--- src/rtl/instr_fetch_unit_pkg.sv ---
// Shared types and constants for the instruction fetch unit: FSM states,
// opcode field position, PC increment and the default reset PC.
package instr_fetch_unit_pkg;

  typedef enum logic [1:0] {
    IDLE = 2'd0,
    REQ  = 2'd1,
    WAIT = 2'd2,
    DROP = 2'd3
  } ifu_state_e;

  localparam int          IFU_OPC_HI           = 31;
  localparam int          IFU_OPC_LO           = 26;
  localparam logic [31:0] IFU_PC_INC           = 32'd4;
  localparam logic [31:0] IFU_DEFAULT_RESET_PC = 32'h0000_0000;

endpackage

--- src/rtl/ifu_instr_fifo.sv ---
// Instruction buffer: DEPTH entries of {instr, fetch addr}, synchronous clear,
// push and pop allowed in the same cycle even when full.
module ifu_instr_fifo #(
  parameter int DEPTH  = 2,
  parameter int DATA_W = 64
) (
  input  logic                       clk,
  input  logic                       rst_n,
  input  logic                       clr,
  input  logic                       push,
  input  logic [DATA_W-1:0]          push_data,
  input  logic                       pop,
  output logic [DATA_W-1:0]          head_data,
  output logic                       empty,
  output logic [$clog2(DEPTH):0]     count
);

  localparam int PTR_W = $clog2(DEPTH);
  localparam int CNT_W = PTR_W + 1;
  localparam logic [CNT_W-1:0] DEPTH_C = CNT_W'(DEPTH);

  logic [DATA_W-1:0] mem [DEPTH];
  logic [PTR_W-1:0]  rd_ptr, wr_ptr;
  logic [CNT_W-1:0]  cnt_q;
  logic              do_pop, do_push;

  assign do_pop  = pop && (cnt_q != '0);
  assign do_push = push && ((cnt_q != DEPTH_C) || do_pop);

  always_ff @(posedge clk or negedge rst_n) begin
    if (!rst_n) begin
      rd_ptr <= '0;
      wr_ptr <= '0;
      cnt_q  <= '0;
    end else if (clr) begin
      rd_ptr <= '0;
      wr_ptr <= '0;
      cnt_q  <= '0;
    end else begin
      if (do_pop)  rd_ptr <= rd_ptr + 1'b1;
      if (do_push) wr_ptr <= wr_ptr + 1'b1;
      cnt_q <= cnt_q + CNT_W'(do_push) - CNT_W'(do_pop);
    end
  end

  // Storage is data only; validity is tracked by the pointers and count
  always_ff @(posedge clk) begin
    if (do_push && !clr) mem[wr_ptr] <= push_data;
  end

  assign head_data = mem[rd_ptr];
  assign empty     = (cnt_q == '0);
  assign count     = cnt_q;

endmodule

--- src/rtl/instr_fetch_unit.sv ---
// Instruction fetch unit: one-outstanding fetch FSM, fetch PC and redirect
// handling. Optional macro IFU_ALIGN_CHECK_EN adds the fetch_misalign output.
module instr_fetch_unit
  import instr_fetch_unit_pkg::*;
#(
  parameter logic [31:0] RESET_PC  = IFU_DEFAULT_RESET_PC,
  parameter int          BUF_DEPTH = 2
) (
  input  logic        clk,
  input  logic        rst_n,
  output logic        imem_req,
  output logic [31:0] imem_addr,
  input  logic        imem_gnt,
  input  logic        imem_rvalid,
  input  logic [31:0] imem_rdata,
  input  logic        redirect_valid,
  input  logic [31:0] ctrl_in_address,
  output logic        instr_valid,
  input  logic        instr_ready,
  output logic [31:0] instrn,
  output logic [5:0]  instrn_opcode,
  output logic [31:0] address_plus_4
`ifdef IFU_ALIGN_CHECK_EN
  ,
  output logic        fetch_misalign
`endif
);

  localparam int CNT_W = $clog2(BUF_DEPTH) + 1;
  localparam logic [CNT_W-1:0] DEPTH_C = CNT_W'(BUF_DEPTH);

  ifu_state_e       state_q, state_d;
  logic [31:0]      pc_q, pc_d;
  logic [31:0]      addr_q, addr_d;
  logic             pend_q, pend_d;
  logic [31:0]      target;
  logic             can_req;
  logic             push, pop_fire, fifo_empty, go_req;
  logic [CNT_W-1:0] cnt, cnt_eff;
  logic [63:0]      head;

`ifdef IFU_ALIGN_CHECK_EN
  logic mis_q, mis_set;
  assign target         = ctrl_in_address;
  assign mis_set        = redirect_valid && (ctrl_in_address[1:0] != 2'b00);
  assign can_req        = !(mis_q || mis_set);
  assign fetch_misalign = mis_q;

  always_ff @(posedge clk or negedge rst_n) begin
    if (!rst_n)       mis_q <= 1'b0;
    else if (mis_set) mis_q <= 1'b1;
  end
`else
  logic unused_addr_lsb;
  assign target          = {ctrl_in_address[31:2], 2'b00};
  assign unused_addr_lsb = ^ctrl_in_address[1:0];
  assign can_req         = 1'b1;
`endif

  assign pop_fire = instr_ready && !fifo_empty;
  assign push     = (state_q == WAIT) && imem_rvalid && !redirect_valid;
  // Occupancy as seen after this edge; a redirect empties the buffer
  assign cnt_eff  = redirect_valid ? '0 : cnt + CNT_W'(push) - CNT_W'(pop_fire);
  assign go_req   = can_req && (cnt_eff < DEPTH_C);

  always_comb begin
    state_d = state_q;
    pc_d    = pc_q;
    addr_d  = addr_q;
    pend_d  = pend_q;
    if (redirect_valid) pc_d = target;
    else if (push)      pc_d = pc_q + IFU_PC_INC;
    case (state_q)
      IDLE: if (go_req) state_d = REQ;
      REQ: begin
        if (redirect_valid) pend_d = 1'b1;
        if (imem_gnt) begin
          state_d = (pend_q || redirect_valid) ? DROP : WAIT;
          pend_d  = 1'b0;
        end
      end
      WAIT: begin
        if (imem_rvalid)         state_d = go_req ? REQ : IDLE;
        else if (redirect_valid) state_d = DROP;
      end
      DROP: if (imem_rvalid) state_d = go_req ? REQ : IDLE;
      default: state_d = IDLE;
    endcase
    if ((state_d == REQ) && (state_q != REQ)) addr_d = pc_d;
  end

  always_ff @(posedge clk or negedge rst_n) begin
    if (!rst_n) begin
      state_q <= IDLE;
      pc_q    <= RESET_PC;
      addr_q  <= '0;
      pend_q  <= 1'b0;
    end else begin
      state_q <= state_d;
      pc_q    <= pc_d;
      addr_q  <= addr_d;
      pend_q  <= pend_d;
    end
  end

  ifu_instr_fifo #(
    .DEPTH  (BUF_DEPTH),
    .DATA_W (64)
  ) u_fifo (
    .clk       (clk),
    .rst_n     (rst_n),
    .clr       (redirect_valid),
    .push      (push),
    .push_data ({imem_rdata, addr_q}),
    .pop       (pop_fire),
    .head_data (head),
    .empty     (fifo_empty),
    .count     (cnt)
  );

  // Head outputs are zero while the buffer is empty
  assign imem_req       = (state_q == REQ);
  assign imem_addr      = addr_q;
  assign instr_valid    = !fifo_empty;
  assign instrn         = fifo_empty ? '0 : head[63:32];
  assign instrn_opcode  = instrn[IFU_OPC_HI:IFU_OPC_LO];
  assign address_plus_4 = fifo_empty ? '0 : head[31:0] + IFU_PC_INC;

endmodule

--- config.mk ---
export PLATFORM = sky130hd
export DESIGN_NAME = instr_fetch_unit
export DESIGN_NICKNAME = d
export VERILOG_FILES = /design/src/rtl/instr_fetch_unit_pkg.sv /design/src/rtl/ifu_instr_fifo.sv /design/src/rtl/instr_fetch_unit.sv
export SDC_FILE = /design/constraint.sdc
export NUM_CORES = 1
export LEC_CHECK = 0
export BUFFER_PORTS_ARGS = -buffer_cell sky130_fd_sc_hd__buf_4
export CAP_MARGIN = 10
export CORE_MARGIN = 1
export CORE_UTILIZATION = 36
export DETAILED_ROUTE_END_ITERATION = 6
export SKIP_CTS_REPAIR_TIMING = 1
export SLEW_MARGIN = 20
export SYNTH_ARGS = -nofsm -noshare
export SYNTH_HDL_FRONTEND = slang
export SYNTH_SLANG_ARGS = --single-unit
--- constraint.sdc ---
create_clock -name clk -period 15 [get_ports clk]
set_clock_uncertainty 0.2 [all_clocks]
set_input_delay 3 -clock clk [delete_from_list [all_inputs] [get_ports clk]]
set_output_delay 3 -clock clk [all_outputs]
set_load 0.02 [all_outputs]
==> impl_summary.md <==
Clock network
Counting along the longest clock path gives a buffer depth of 2. After clock tree synthesis, the clock-pin slew on the worst setup and hold paths is 0.08 ns. The number of clock sinks seen by CTS is ~200.

The clock tree root driver cell is sky130_fd_sc_hd__clkbuf_16. The clock tree synthesis step divided the H-tree into 4 levels. For the worst-skew pair, the clock arrives at the later sink with an insertion delay of 0.44 ns.

TritonCTS built the clock tree. Counting the buffers created by CTS gives 17.

Route
The number of optimization iterations in the first detailed-route pass is 7. The average wire per standard cell is approximately 17 um. The number of DRC markers after the initial detailed-route iteration is 432. The routed layout has 6337 vias. After detailed routing, the total wire length is 21.2 mm. Using the TritonRoute via totals, the vias-per-cell ratio works out to 5.04.

In the routed design, unresolved DRC markers number 0. The residual antenna-violating net count after detailed routing is 0.

Timing
The final number of max-transition violations was 0. In the final timing run, aggregate negative setup slack is 0 ns. The worst pin sits at a relative slew slack of 0.307. The actual transition at the worst max-transition pin is 1.04 ns. The final number of hold-violating endpoints is 0. The final cycle utilization of the critical path is 0.508. The minimum setup slack in the final design is 7.38 ns. Setup repair after global routing left no endpoint under its margin. The clock period could shrink to 7.62 ns. The setup-violating endpoint count in the final report is 0. The achievable frequency is about 130 MHz.

Final layout
Counting the fill cells in the layout gives 2402. The finished layout holds 1258 standard cells, fillers aside. Of the cells placed in the final design, the portion with a size suffix greater than 1 is 0.270. The number of antenna cells inserted is 0. The area overhead of the layout relative to synthesis is 23.9%.

The combined area of the multi-input logic cells is 3350 sq um. The count of nets after finishing is 989. The storage element area is between 5000 and 6000 sq um.

At the end of the flow the core is filled with cells to 0.453.

Setup path
The worst setup path is launched from a flip-flop. The nature of the critical path endpoint is an output port. The class of the most critical setup path is flip-flop to output port. The data arrival time of the worst path is 4.42 ns. In this design, the critical path's most frequently occurring cell is sky130_fd_sc_hd__buf_4.

STA puts the critical path data required time at ~12 ns. The biggest fanout along the worst timing path is 67. The launch instance of the worst register-to-register path is u_fifo.count[1]$_DFF_PN0_.

In this design, the stage delay of the slowest critical-path cell is 0.85 ns. Traced cell by cell, the critical path runs through buf_4, nand3_2, a222oi_1, nand4_2, nor4_1, mux2i_1, buf_4. The critical path contains buffers and inverters numbering 2 combined. The first element of the critical path is u_fifo.rd_ptr$_DFFE_PN0P_. On the critical path, the stage with the largest delay is an instance of sky130_fd_sc_hd__dfrtp_4.

Grouping stages by cell kind, the critical path spends the most delay in simple AND/OR/NAND/NOR gates.

Pwr
The worst-case IR drop observed on VDD is 125 uV. For this design the ratio of total power to cell area is 181 nW/um^2. For this design the static power due to leakage is 4.29 nW.

Floorplan
The number of standard-cell rows in the floorplan is 58. The number of top-level pins is about 170. The placeable core area is 25100 sq um.

The die covers 26100 sq um. In this run the horizontal extent of the chip is 162 um. For this configuration, the core starts out at a cell density of 0.366. The floorplan step set the die height to 162 um.

Status
The flow ran to the end, and the final reports show no timing, DRC or antenna violations.

Global routing
The all-layer global routing usage is 0.164. The number of global-route vias before repair was between 5000 and 6000. The largest net degree at the start of global routing is 72.

For this run the aggregate overflow at the end of global routing stands at 0. The first global-routing pass estimated 32.9 mm of wire. The number of antenna violations at the first check in global routing is 0.

Synth
The synthesis warning total is 0. The fraction of synthesized cell area taken by the top area cell type is 0.419. The synthesized design contains 199 register bits.

The fraction of the yosys area taken by sequential cells is 0.612. The cell count after synthesis came out at between 700 and 800. sky130_fd_sc_hd__edfxtp_1 takes more of the synthesized area than any other cell. Synthesis produced a netlist with a net count of 835. Sorting the synthesized cells by area gives the leading types as sky130_fd_sc_hd__edfxtp_1 42%, sky130_fd_sc_hd__dfrtp_1 19%, sky130_fd_sc_hd__mux2i_1 5.5%, sky130_fd_sc_hd__nor2_1 3.4%, sky130_fd_sc_hd__mux2_2 3.1%.

The count of flip-flops with a built-in enable after synthesis is approximately 130. Yosys mapped the design onto 61 distinct sky130hd cell types. The mapped cell area is around 9000 sq um. After synthesis, the share of flip-flops with an asynchronous set or reset is 0.357.

The most used flip-flop cell after synthesis is sky130_fd_sc_hd__edfxtp_1. The mean area per synthesized cell is 12.1 sq um.

Placement
The number of buffer cells added on primary ports is ~170. The worst setup timing slack at the placement stage is about 7.6 ns. Routability-driven placement finished with a final weighted congestion of 0.821. The sum of net half-perimeters after detailed placement is ~15 mm. Including well taps, the total number of placed cells is 1226.

Min path
The path class of the lowest-slack min-delay path is flip-flop to flip-flop. In this run the most critical hold path is launched from imem_addr[28]$_DFFE_PN0P_.

Run
The tool flagged a number of max-cap violations equal to 0.
[sequential cells by signal, summed over array words and instances (netlist names)]
name / flops
u_fifo.wr_ptr: 1
u_fifo.mem: 128
imem_addr: 32
pc_q: 32
pend_q: 1
u_fifo.count: 2
state_q: 2
u_fifo.rd_ptr: 1
[cell families (layout without fill, tap and decap cells)]
group | after synthesis | in the layout | share of synthesized area
simple gates | 298 | 298 | 0.164
flops | 199 | 199 | 0.612
compound gates | 98 | 98 | 0.0741
mux | 75 | 75 | 0.0852
buf+inv | 53 | 220 | 0.0262
xor+xnor | 34 | 34 | 0.0324
fa+ha+maj | 4 | 4 | 0.00545
[path summary, 6_finish.rpt]
check	to	slack, ns	cells past startpoint
worst max-delay path	address_plus_4[28]	7.38	7
worst min-delay path	u_fifo.mem[0][28]$_DFFE_PP_	0.30	0
worst max register to register	state_q[0]$_DFF_PN0_	10.69	9
worst min register to register	u_fifo.mem[0][28]$_DFFE_PP_	0.30	0
max in group asynchronous	u_fifo.rd_ptr$_DFFE_PN0P_	11.40	1
min in group asynchronous	imem_addr[13]$_DFFE_PN0P_	2.47	1
[synth_stat cells, drive strengths merged, types with 7 or more instances]
library cell / number
and4: 8
and2: 7
nor4: 12
o211ai: 7
a21oi: 17
dfrtp: 71
nor2b: 13
nor2: 84
edfxtp: 128
mux2i: 50
nand3b: 7
nor3: 21
nand3: 30
nand2: 71
mux2: 25
nand4: 20
o21ai: 23
buf: 19
o31ai: 10
clkbuf: 24
xnor2: 21
inv: 10
xor2: 13
[cells in the final DEF, fill, tap and decap left out, types with 4 or more instances in the layout]
cell / n
sky130_fd_sc_hd__buf_4: 178
sky130_fd_sc_hd__edfxtp_1: 128
sky130_fd_sc_hd__nor2_1: 83
sky130_fd_sc_hd__nand2_1: 71
sky130_fd_sc_hd__dfrtp_1: 70
sky130_fd_sc_hd__mux2i_1: 50
sky130_fd_sc_hd__nand3_1: 29
sky130_fd_sc_hd__mux2_2: 25
sky130_fd_sc_hd__o21ai_0: 23
sky130_fd_sc_hd__nor3_1: 21
sky130_fd_sc_hd__xnor2_1: 21
sky130_fd_sc_hd__clkbuf_16: 19
sky130_fd_sc_hd__nand4_1: 18
sky130_fd_sc_hd__a21oi_1: 16
sky130_fd_sc_hd__xor2_1: 13
sky130_fd_sc_hd__nor2b_1: 12
sky130_fd_sc_hd__nor4_1: 12
sky130_fd_sc_hd__o31ai_1: 10
sky130_fd_sc_hd__inv_1: 9
sky130_fd_sc_hd__and4_1: 8
sky130_fd_sc_hd__o211ai_1: 7
sky130_fd_sc_hd__and2_1: 6
sky130_fd_sc_hd__nand3b_1: 6
sky130_fd_sc_hd__o31a_1: 6
sky130_fd_sc_hd__a31oi_1: 5
sky130_fd_sc_hd__inv_6: 5
sky130_fd_sc_hd__nand4b_1: 4
sky130_fd_sc_hd__nor3b_1: 4
sky130_fd_sc_hd__ha_1: 4
[layer usage]
metal,up-vias,track usage,share of wire
li1,3129,-,-
met1,3042,0.225,0.46
met2,142,0.260,0.47
met3,24,0.0266,0.037
met4,0,0.0669,0.025
met5,-,0,0
[metrics by stage]
step                      hold WS, ns  power [mW]  cell area, sq um
after global routing            0.321        2.18             11400
after global placement          0.279        1.61             10800
after CTS                       0.312        2.09             11400
after floorplan                 0.280        1.28              9180
final                           0.304        2.06             11400
after detailed placement        0.296        1.62             10800
[where the power goes]
| part | internal [mW] | total, mW | switching (mW) |
|---|---|---|---|
| combinational | 0.341 | 0.821 | 0.480 |
| clock | 0.243 | 0.467 | 0.223 |
| sequential | 0.677 | 0.774 | 0.0977 |
[worst reg2reg max path, cell delays in order, from the launching register on]
cell                      delay (ns)
sky130_fd_sc_hd__dfrtp_1        0.46
sky130_fd_sc_hd__nor2_4         0.12
sky130_fd_sc_hd__buf_4          0.51
sky130_fd_sc_hd__inv_1          0.43
sky130_fd_sc_hd__and2_1         0.31
sky130_fd_sc_hd__ha_1           0.22
sky130_fd_sc_hd__xor2_1         0.17
sky130_fd_sc_hd__o41ai_1        0.55
sky130_fd_sc_hd__a221o_1        0.96
sky130_fd_sc_hd__o21ai_0        0.21
[layout make-up]
type	instances	area share
Timing Repair Buffer	178	0.117
Clock buffer	19	0.0418
Multi-Input combinational cell	509	0.295
Tap cell	330	0.0363
Sequential cell	199	0.494
Clock inverter	13	0.0124
Inverter	10	0.00330
Power figures use the tool's default switching activity.
